### src/rtl/mac_skew_feeder_if.sv
// Host-side bundle for mac_skew_feeder: buffer write port, start/status
// handshake and the skewed lane bus toward the MAC array.
interface mac_skew_feeder_if #(
  parameter int DIM     = 8,
  parameter int BITS_AB = 8
);
  logic                     wr_en;
  logic [$clog2(DIM)-1:0]   wr_row;
  logic [DIM*BITS_AB-1:0]   wr_data;
  logic                     start;
  logic                     busy;
  logic                     mac_en;
  logic [DIM*BITS_AB-1:0]   a_out;
  logic                     done;

  modport master (
    output wr_en, wr_row, wr_data, start,
    input  busy, mac_en, a_out, done
  );

  modport slave (
    input  wr_en, wr_row, wr_data, start,
    output busy, mac_en, a_out, done
  );
endinterface

### src/rtl/mac_skew_feeder.sv
// Operand feeder for a DIM x DIM systolic MAC array. Holds a DIM x DIM
// buffer and replays it with a diagonal skew: lane r is delayed r cycles,
// so in step t lane r carries M[r][t-r]. A DRAIN phase of DIM zero cycles
// flushes the array before done pulses.
// Build option: FEEDER_TRANSPOSE_EN turns each host write into a column
// write (element k -> M[k][wr_row]) for B-side feeding.
//
// state | meaning
// IDLE  | buffer writable, a_out = 0, waiting for start
// FEED  | 2*DIM-1 steps of skewed buffer data, t = 0..2*DIM-2
// DRAIN | DIM cycles of zeros with mac_en held high
module mac_skew_feeder #(
  parameter int DIM     = 8,
  parameter int BITS_AB = 8
) (
  input  logic               clk,
  input  logic               rst_n,
  mac_skew_feeder_if.slave   bus
);
  localparam int TW = $clog2(2 * DIM);
  localparam int RW = $clog2(DIM);

  typedef enum logic [1:0] {IDLE, FEED, DRAIN} state_t;

  state_t                 state_q, state_d;
  logic [TW-1:0]          t_q, t_d;
  logic                   done_q, done_d;
  logic [DIM*BITS_AB-1:0] a_q, a_d;
  logic                   wr_ok;

  logic signed [BITS_AB-1:0] mem [DIM][DIM];

  // Writes are only honoured in IDLE; a simultaneous start is dropped there.
  assign wr_ok = bus.wr_en && (state_q == IDLE);

  // Next-state and step counter; done is flagged on the last DRAIN cycle.
  always_comb begin
    state_d = state_q;
    t_d     = t_q;
    done_d  = 1'b0;
    case (state_q)
      IDLE: begin
        t_d = '0;
        if (bus.start && !bus.wr_en) state_d = FEED;
      end
      FEED: begin
        if (t_q == TW'(2 * DIM - 2)) begin
          state_d = DRAIN;
          t_d     = '0;
        end else begin
          t_d = t_q + TW'(1);
        end
      end
      DRAIN: begin
        if (t_q == TW'(DIM - 1)) begin
          state_d = IDLE;
          t_d     = '0;
          done_d  = 1'b1;
        end else begin
          t_d = t_q + TW'(1);
        end
      end
      default: begin
        state_d = IDLE;
        t_d     = '0;
      end
    endcase
  end

  // Lane data for the upcoming step, so step 0 appears right after start.
  always_comb begin
    a_d = '0;
    if (state_d == FEED) begin
      for (int r = 0; r < DIM; r++) begin
        for (int k = 0; k < DIM; k++) begin
          if (int'(t_d) == r + k) a_d[r*BITS_AB +: BITS_AB] = mem[r][k];
        end
      end
    end
  end

  // FSM state, step counter, done pulse and registered lane outputs.
  always_ff @(posedge clk or negedge rst_n) begin
    if (!rst_n) begin
      state_q <= IDLE;
      t_q     <= '0;
      done_q  <= 1'b0;
      a_q     <= '0;
    end else begin
      state_q <= state_d;
      t_q     <= t_d;
      done_q  <= done_d;
      a_q     <= a_d;
    end
  end

  // Operand buffer; row write by default, column write in the transpose build.
  always_ff @(posedge clk or negedge rst_n) begin
    if (!rst_n) begin
      for (int r = 0; r < DIM; r++) begin
        for (int k = 0; k < DIM; k++) mem[r][k] <= '0;
      end
    end else if (wr_ok) begin
      for (int r = 0; r < DIM; r++) begin
        for (int k = 0; k < DIM; k++) begin
          if (bus.wr_row == RW'(r)) begin
`ifdef FEEDER_TRANSPOSE_EN
            mem[k][r] <= bus.wr_data[k*BITS_AB +: BITS_AB];
`else
            mem[r][k] <= bus.wr_data[k*BITS_AB +: BITS_AB];
`endif
          end
        end
      end
    end
  end

  assign bus.busy   = (state_q != IDLE);
  assign bus.mac_en = (state_q != IDLE);
  assign bus.done   = done_q;
  assign bus.a_out  = a_q;

endmodule
### src/flat_wrapper.sv
// flat-port wrapper written by rule: the top's interface ports become plain ports
module mac_skew_feeder_flat 
#(
  parameter int DIM     = 8,
  parameter int BITS_AB = 8
)
  (clk, rst_n, bus_wr_en, bus_wr_row, bus_wr_data, bus_start, bus_busy, bus_mac_en, bus_a_out, bus_done);
  mac_skew_feeder_if #(.DIM(DIM), .BITS_AB(BITS_AB)) bus_i ();
  input  logic clk;
  input  logic rst_n;
  input wire logic [$bits(bus_i.wr_en)-1:0] bus_wr_en;
  input wire logic [$bits(bus_i.wr_row)-1:0] bus_wr_row;
  input wire logic [$bits(bus_i.wr_data)-1:0] bus_wr_data;
  input wire logic [$bits(bus_i.start)-1:0] bus_start;
  output wire logic [$bits(bus_i.busy)-1:0] bus_busy;
  output wire logic [$bits(bus_i.mac_en)-1:0] bus_mac_en;
  output wire logic [$bits(bus_i.a_out)-1:0] bus_a_out;
  output wire logic [$bits(bus_i.done)-1:0] bus_done;
  assign bus_i.wr_en = bus_wr_en;
  assign bus_i.wr_row = bus_wr_row;
  assign bus_i.wr_data = bus_wr_data;
  assign bus_i.start = bus_start;
  assign bus_busy = bus_i.busy;
  assign bus_mac_en = bus_i.mac_en;
  assign bus_a_out = bus_i.a_out;
  assign bus_done = bus_i.done;
  mac_skew_feeder #(.DIM(DIM), .BITS_AB(BITS_AB)) u_core (.clk(clk), .rst_n(rst_n), .bus(bus_i));
endmodule
### config.mk
export PLATFORM = sky130hd
export DESIGN_NAME = mac_skew_feeder_flat
export DESIGN_NICKNAME = d
export VERILOG_FILES = /design/src/rtl/mac_skew_feeder_if.sv /design/src/rtl/mac_skew_feeder.sv /design/src/flat_wrapper.sv
export SDC_FILE = /design/constraint.sdc
export NUM_CORES = 1
export LEC_CHECK = 0
export CELL_PAD_IN_SITES_DETAIL_PLACEMENT = 1
export CELL_PAD_IN_SITES_GLOBAL_PLACEMENT = 1
export CORE_MARGIN = 2
export CORE_UTILIZATION = 25
export CTS_CLUSTER_SIZE = 10
export DETAILED_ROUTE_END_ITERATION = 12
export GPL_TIMING_DRIVEN = 0
export PLACE_DENSITY = 0.52
export SYNTH_ARGS = -nofsm -noshare
export SYNTH_HDL_FRONTEND = slang
export SYNTH_SLANG_ARGS = --single-unit
### constraint.sdc
create_clock -name clk -period 3.4 [get_ports clk]
set_input_delay 0.85 -clock clk [delete_from_list [all_inputs] [get_ports clk]]
set_output_delay 0.85 -clock clk [all_outputs]
set_load 0.05 [all_outputs]
==> results of run 1 <==
## placed cells by master, fill, tap and decap left out, types with 21 or more instances in the layout
cell type,netlist,final
a221o_1,21,21
clkbuf_1,80,60
a221oi_1,50,47
nand2_1,63,62
o21ai_0,68,68
a22oi_1,41,41
a222oi_1,27,27
dfrtp_1,583,582
clkbuf_16,0,72
nor3_1,30,22
mux2_2,504,504
clkdlybuf4s50_1,0,135
o22ai_1,47,45
a21oi_1,46,39
nor2_1,41,40
buf_4,10,37
## cell families after synthesis
logic type,synth area share
AO/OA/AOI/OAI,0.1150
buffers and inverters,0.02707
adder cells (fa/ha/maj),0.002981
XOR/XNOR,0.0006956
flip-flops,0.5792
multiplexers,0.2305
AND/OR/NAND/NOR,0.04451
## final cells by class
class	count	area, sq um
Antenna cell	10	25.02
Tap cell	1298	1624
Clock inverter	11	140.1
Clock buffer	86	1894
Timing Repair Buffer	164	1744
Sequential cell	583	14590
Multi-Input combinational cell	1134	10150
Fill cell	10560	69050
Inverter	19	71.32
Buffer	130	708.2
## state kept, by name, indices dropped and copies added, names as in the netlist
register and count:
u_core.bus.a_out 64, u_core.bus.done 1, u_core.mem 512, u_core.state_q 2
u_core.t_q 4
## path summary, 6_finish.rpt
path / from / endpoint / slack [ps]
min: rst_n / u_core.bus.a_out[42]$_DFF_PN0_ / 160
min reg2reg: u_core.mem[387]$_DFFE_PN0P_ / u_core.mem[387]$_DFFE_PN0P_ / 500
max reg2reg: u_core.t_q[0]$_DFF_PN0_ / u_core.bus.a_out[11]$_DFF_PN0_ / 40
max: u_core.t_q[0]$_DFF_PN0_ / u_core.bus.a_out[11]$_DFF_PN0_ / 40
min in group clk: u_core.mem[387]$_DFFE_PN0P_ / u_core.mem[387]$_DFFE_PN0P_ / 500
max in group asynchronous: rst_n / u_core.mem[499]$_DFFE_PN0P_ / 1330
## through the flow
step,instances,total power [uW]
detailed placement,3309,18130
global route,3425,26590
floorplan,1869,15550
global placement,3304,17750
CTS,3423,25450
finish,3435,25370
## power by group through the flow
stage	logic (uW)	registers [uW]	clock network (uW)
floorplan	4090	11500	0
global placement	6030	11700	0
detailed placement	6290	11800	0
CTS	6540	11700	7160
global route	6970	12200	7440
finish	6540	11800	7030
## metal layers
| metal | vias to the layer above | share of wire |
|---|---|---|
| met2 | 715 | 0.48 |
| li1 | 7522 | - |
| met1 | 10050 | 0.42 |
| met4 | 0 | 0.041 |
| met3 | 186 | 0.053 |
| met5 | - | 0 |
## timing repair
action | 4_1_cts | 5_1_grt
setup buffers | 19 | 3
gates cloned | 0 | 0
resized for setup | 91 | 13
endpoints found under the setup margin | 64 | 26
pin swaps | 10 | 2
==> out/results.tsv, run 1 <==
metric	value	unit
status	finished, final reports clean	
Avg Vias per Cell	5.379	
endpoints failing hold	0	
met1 usage	0.2856	
number of synthesized flops with an enable pin	0	
Setup-failing EPs final	0	
GRT Total Usage	0.2195	
crit path DAT	3820	ps
final RePlAce weighted congestion	0.8652	
CTS clk-pin slew, worst paths	60	ps
hold slack final	159.6	ps
final wirelength	113.2	mm
Period Utilization, post-route	0.9893	
CP max FO	10	
reg2reg path depth	11	
CTS tree	done	
busiest grt layer	met2	
Switching Share	0.3188	
vias in the first global route	19810	
largest net degree at the start of global routing	124	
post-synthesis async set-or-reset flop share	1.000	
final instance area	0.03095	sq mm
Area growth syn-to-layout	22.89	%
Setup CP Type	reg -> reg	
Yosys top cell area share	0.5792	
WL per Instance	32.96	microns
Cells after Synth	1869	
PortBufs	137	
clock insertion delay at the later pin of the skew report	640	ps
setup TNS	0	ps
Pint	17280	uW
DP Worst Slack	-1396	ps
NetSw	8086	uW
CTS Buf Count	71	
Initial Util	0.2519	
dpl cell area	0.02833	sq mm
Final WS setup	36.52	ps
CORE AREA	0.1000	sq mm
Hold Crit Class	in -> async	
sequential share of power	0.465	
crit path buf inv count	4	
met2 global-route usage	0.3692	
critical path depth	11	
Die X	321.4	microns
standard-cell rows	116	
Synth cell types	63	
layout cells sized above 1	0.3503	
H-tree depth reported by CTS	3	
Rel. slew slack	0.09419	
Hold Buf Count CTS	0	
full die area	0.1033	sq mm
Yosys warning total	0	
Worst EP required	3860	ps
CP max-delay cell	dfrtp_2	
crit path cell chain	inv_1 > ha_1 > buf_4 > nand3b_1 > nor3_4 > buf_4 > clkbuf_8 > nand2_2 > nand2_1 > a211oi_1 > nor3_2	
CTS Root Cell	clkbuf_16	
flops & latches, synth	583	
Clock Power Share	0.277	
RSZ-0062 raised after global routing	yes	
Combinational Power Share	0.258	
chip height	321.4	microns
M3 GR Usage	0.02645	
area leader, netlist	dfrtp_1	
nets	2180	
Post-synth top cells	dfrtp_1 (583), mux2_2 (504), clkbuf_1 (80)	
delay-heaviest family, CP	simple AND/OR/NAND/NOR gates	
drt first pass iters	6	
fin crit period	3363	ps
IO Pins	138	
Post-synth top flop	dfrtp_1	
first-pass GRT wire length	158.5	mm
Pleak	0.01254	uW
syn nets	1946	
Initial DRC Count	1631	
vias	18480	
pins over their slew limit	0	
VDD IR max	0.0003430	V
Syn Std Cell Area	0.02519	sq mm
post-detailed-route count of antenna-violating nets	0	
most common cell in the synthesized netlist	dfrtp_1	
post-synthesis sequential area ratio	0.5792	
initial antenna violation count	39	
GR Overflow Total	0	
Crit. End Element	flip-flop	
clk sinks	583	
CTS max path bufs	3	
most frequent CP cell	buf_4	
Startpoint Class	flip-flop	
Syn Area/Cell	13.48	sq um
hpwl dp	75.95	mm
Clock Skews	29.02	ps
Final Core Density	0.3095	
Area contributors post-synth	dfrtp_1 (58%), mux2_2 (23%), a221oi_1 (1.7%)	
max incr delay on CP	460	ps
Max Cap Viol	0	
maximum clock rate	297.3	MHz
pwr dens	819.6	mW/mm^2
drc violations	0	
Slew @ Worst Pin	1354	ps
(Power assumes the default switching activity.)
==> run 2, diff against run 1 <==
--- a/config.mk
+++ b/config.mk
@@ -5,6 +5,7 @@
 export SDC_FILE = /design/constraint.sdc
 export NUM_CORES = 1
 export LEC_CHECK = 0
+export CAP_MARGIN = 20
 export CELL_PAD_IN_SITES_DETAIL_PLACEMENT = 1
 export CELL_PAD_IN_SITES_GLOBAL_PLACEMENT = 1
 export CORE_MARGIN = 2
==> run 2 against run 1 <==
Largest cell class unchanged. Cell count up 0.38%. Via count about the same. Utilization rose by 0.33 points. Global-route usage about the same. Total power is 0.32% higher. Worst hold slack better by 26 ps. Critical path type unchanged. Final area up 1.1%. Non-clock buffer count rose by 13. Sequential power hardly changed. Fmax up 1.4%. Clock-buffer cell count up 10. Clock power is essentially flat. Largest power group unchanged. Highest routed layer unchanged.
==> out/results.tsv, run 2 (synthesized netlist as in run 1, its figures left out) <==
metric	value	unit	change
status	finished, final reports clean		unchanged
nets	2193		was 2180
Initial DRC Count	1673		was 1631
maximum clock rate	301.4	MHz	was 297.3 MHz
first-pass GRT wire length	158.6	mm	was 158.5 mm
pins over their slew limit	0		unchanged
most frequent CP cell	buf_6		was buf_4
Hold Buf Count CTS	0		unchanged
Setup CP Type	reg -> reg		unchanged
busiest grt layer	met2		unchanged
cell count after placement	3324		was 3309
Final Core Density	0.3128		was 0.3095
CTS Buf Count	71		unchanged
reg2reg path depth	10		was 11
number of flip-flops in the largest register	512		unchanged
vias	18480		about the same
IO Pins	138		unchanged
area occupied by multi-input gates	0.01017	sq mm	was 0.01015 sq mm
crit path cell chain	inv_1 > ha_1 > and4b_1 > buf_6 > nor3_4 > buf_6 > buf_4 > clkbuf_2 > o21ai_0 > a31oi_1		was inv_1 > ha_1 > buf_4 > nand3b_1 > nor3_4 > buf_4 > clkbuf_8 > nand2_2 > nand2_1 > a211oi_1 > nor3_2
Largest Register	u_core.mem		unchanged
layout cells sized above 1	0.3535		was 0.3503
CTS Root Cell	clkbuf_16		unchanged
crit path DAT	3810	ps	was 3820 ps
RR Startpoint	u_core.t_q[0]$_DFF_PN0_		unchanged
initial antenna violation count	39		unchanged
VDD IR max	0.0003767	V	was 0.0003430 V
Startpoint Class	flip-flop		unchanged
Setup-failing EPs final	0		unchanged
CTS tree	done		unchanged
final wirelength	113.4	mm	was 113.2 mm
Die X	321.4	microns	unchanged
fin crit period	3317	ps	was 3363 ps
Clock Skews	28.29	ps	was 29.02 ps
Final WS setup	82.62	ps	was 36.52 ps
Max Cap Viol	0		unchanged
commonest non-fill, non-tap cell in the layout	dfrtp_1		unchanged
CORE AREA	0.1000	sq mm	unchanged
chip height	321.4	microns	unchanged
Period Utilization, post-route	0.9757		was 0.9893
CP startpoint	u_core.t_q[0]$_DFF_PN0_		unchanged
dpl cell area	0.02864	sq mm	was 0.02833 sq mm
vias in the first global route	19810		about the same
largest net degree at the start of global routing	124		unchanged
max incr delay on CP	450	ps	was 460 ps
CP max FO	10		unchanged
commonest non-fill, non-tap cells in the layout	dfrtp_1 (582), mux2_2 (504), clkdlybuf4s50_1 (135), clkbuf_16 (74), o21ai_0 (68)		was dfrtp_1 (582), mux2_2 (504), clkdlybuf4s50_1 (135), clkbuf_16 (72), o21ai_0 (68)
FF/Latch Area	0.01459	sq mm	unchanged
Pwr Total	25450	uW	was 25370 uW
Crit. End Element	flip-flop		unchanged
H-tree depth reported by CTS	3		unchanged
GR Overflow Total	0		unchanged
drc violations	0		unchanged
clock insertion delay at the later pin of the skew report	630	ps	was 640 ps
GRT Total Usage	0.2193		was 0.2195
Final Non-Filler Cells	3448		was 3435
hpwl dp	79.06	mm	was 75.95 mm
Worst EP required	3890	ps	was 3860 ps
final RePlAce weighted congestion	0.8652		unchanged
met1 usage	0.2852		was 0.2856
RSZ-0062 raised after global routing	no		was yes
CTS max path bufs	3		unchanged
Avg Vias per Cell	5.359		was 5.379
standard-cell rows	116		unchanged
clk sinks	583		unchanged
M3 GR Usage	0.02550		was 0.02645
CTS clk-pin slew, worst paths	60	ps	about the same
WL per Instance	32.88	microns	was 32.96 microns
full die area	0.1033	sq mm	unchanged
Initial Util	0.2519		unchanged
final instance area	0.03128	sq mm	was 0.03095 sq mm
filler cell count	10530		was 10560
Pleak	0.01268	uW	was 0.01254 uW
PortBufs	137		unchanged
Slew @ Worst Pin	1211	ps	was 1354 ps
Area growth syn-to-layout	24.19	%	was 22.89%
pwr dens	813.5	mW/mm^2	was 819.6 mW/mm^2
DP Worst Slack	-1386	ps	was -1396 ps
Hold Crit Class	in -> async		unchanged
met2 global-route usage	0.3701		was 0.3692
drt first pass iters	6		unchanged
Rel. slew slack	0.1901		was 0.09419
post-detailed-route count of antenna-violating nets	0		unchanged
CP max-delay cell	dfrtp_2		unchanged
endpoints failing hold	0		unchanged
## run 2: changes by cell type in the layout (fill, tap and decap cells not counted), moves of 2 or more
cell       before  now
clkbuf_16      72   74
clkinv_8        3    1
clkbuf_8        5    8
diode_2        10    6
clkbuf_2       18   16
clkinv_2        3    1
buf_16          5   13
buf_8           1    9
buf_2          19   21
buf_4          37   35
clkbuf_1       60   66
## run 2: stage by stage
step | TNS (ps) | hold WS (ps)
2_1_floorplan | 0 | 460.3
3_3_place_gp | - | 484.3
3_5_place_dp | -81020 | 491.1
4_1_cts | 0 | 201.3
5_1_grt | 0 | 226.5
6_report | 0 | 186.0
## run 2: worst paths after layout
path,to,slack [ps]
max,u_core.bus.a_out[62]$_DFF_PN0_,80
min,u_core.bus.a_out[42]$_DFF_PN0_,190
max reg2reg,u_core.bus.a_out[62]$_DFF_PN0_,80
min reg2reg,u_core.mem[42]$_DFFE_PN0P_,500
max in group asynchronous,u_core.mem[499]$_DFFE_PN0P_,1300
min in group clk,u_core.mem[42]$_DFFE_PN0P_,500
## run 2: layout make-up
type                       instances  share of cell area
clock buffer                      96             0.06408
buffer                           130             0.02232
antenna                            6           0.0004800
inverter                          19            0.002280
clock inverter                     5            0.001480
sequential                       583              0.4664
multi-input combinational       1134              0.3251
tap                             1298             0.05192
timing repair buffer             177             0.06592
## run 2: worst max-delay path, delay by kind of cell, from the launching register on
| kind | cells | cell delay (ps) |
|---|---|---|
| AO/OA/AOI/OAI | 2 | 710 |
| buffers and inverters | 5 | 1210 |
| AND/OR/NAND/NOR | 2 | 570 |
| flip-flops | 1 | 450 |
| adder cells (fa/ha/maj) | 1 | 240 |
## run 2: layer usage
metal / wire [microns] / vias up
met4: 4395 / 0
met5: 0 / -
li1: - / 7537
met2: 55640 / 687
met1: 47460 / 10050
met3: 5857 / 203
## run 2: power by group
part	leakage [uW]	switching [uW]	internal, uW	total [uW]
combinational	0.00450	3320	3260	6580
clock	0.00100	2980	4070	7050
sequential	0.00718	1760	10100	11800
total	0.0127	8060	17400	25400
## run 2: repair_timing
| action | in CTS | in global routing |
|---|---|---|
| gates resized for setup | 88 | 20 |
| setup buffers | 17 | 1 |
| pin swaps | 9 | 3 |
| endpoints found under the setup margin | 64 | 27 |
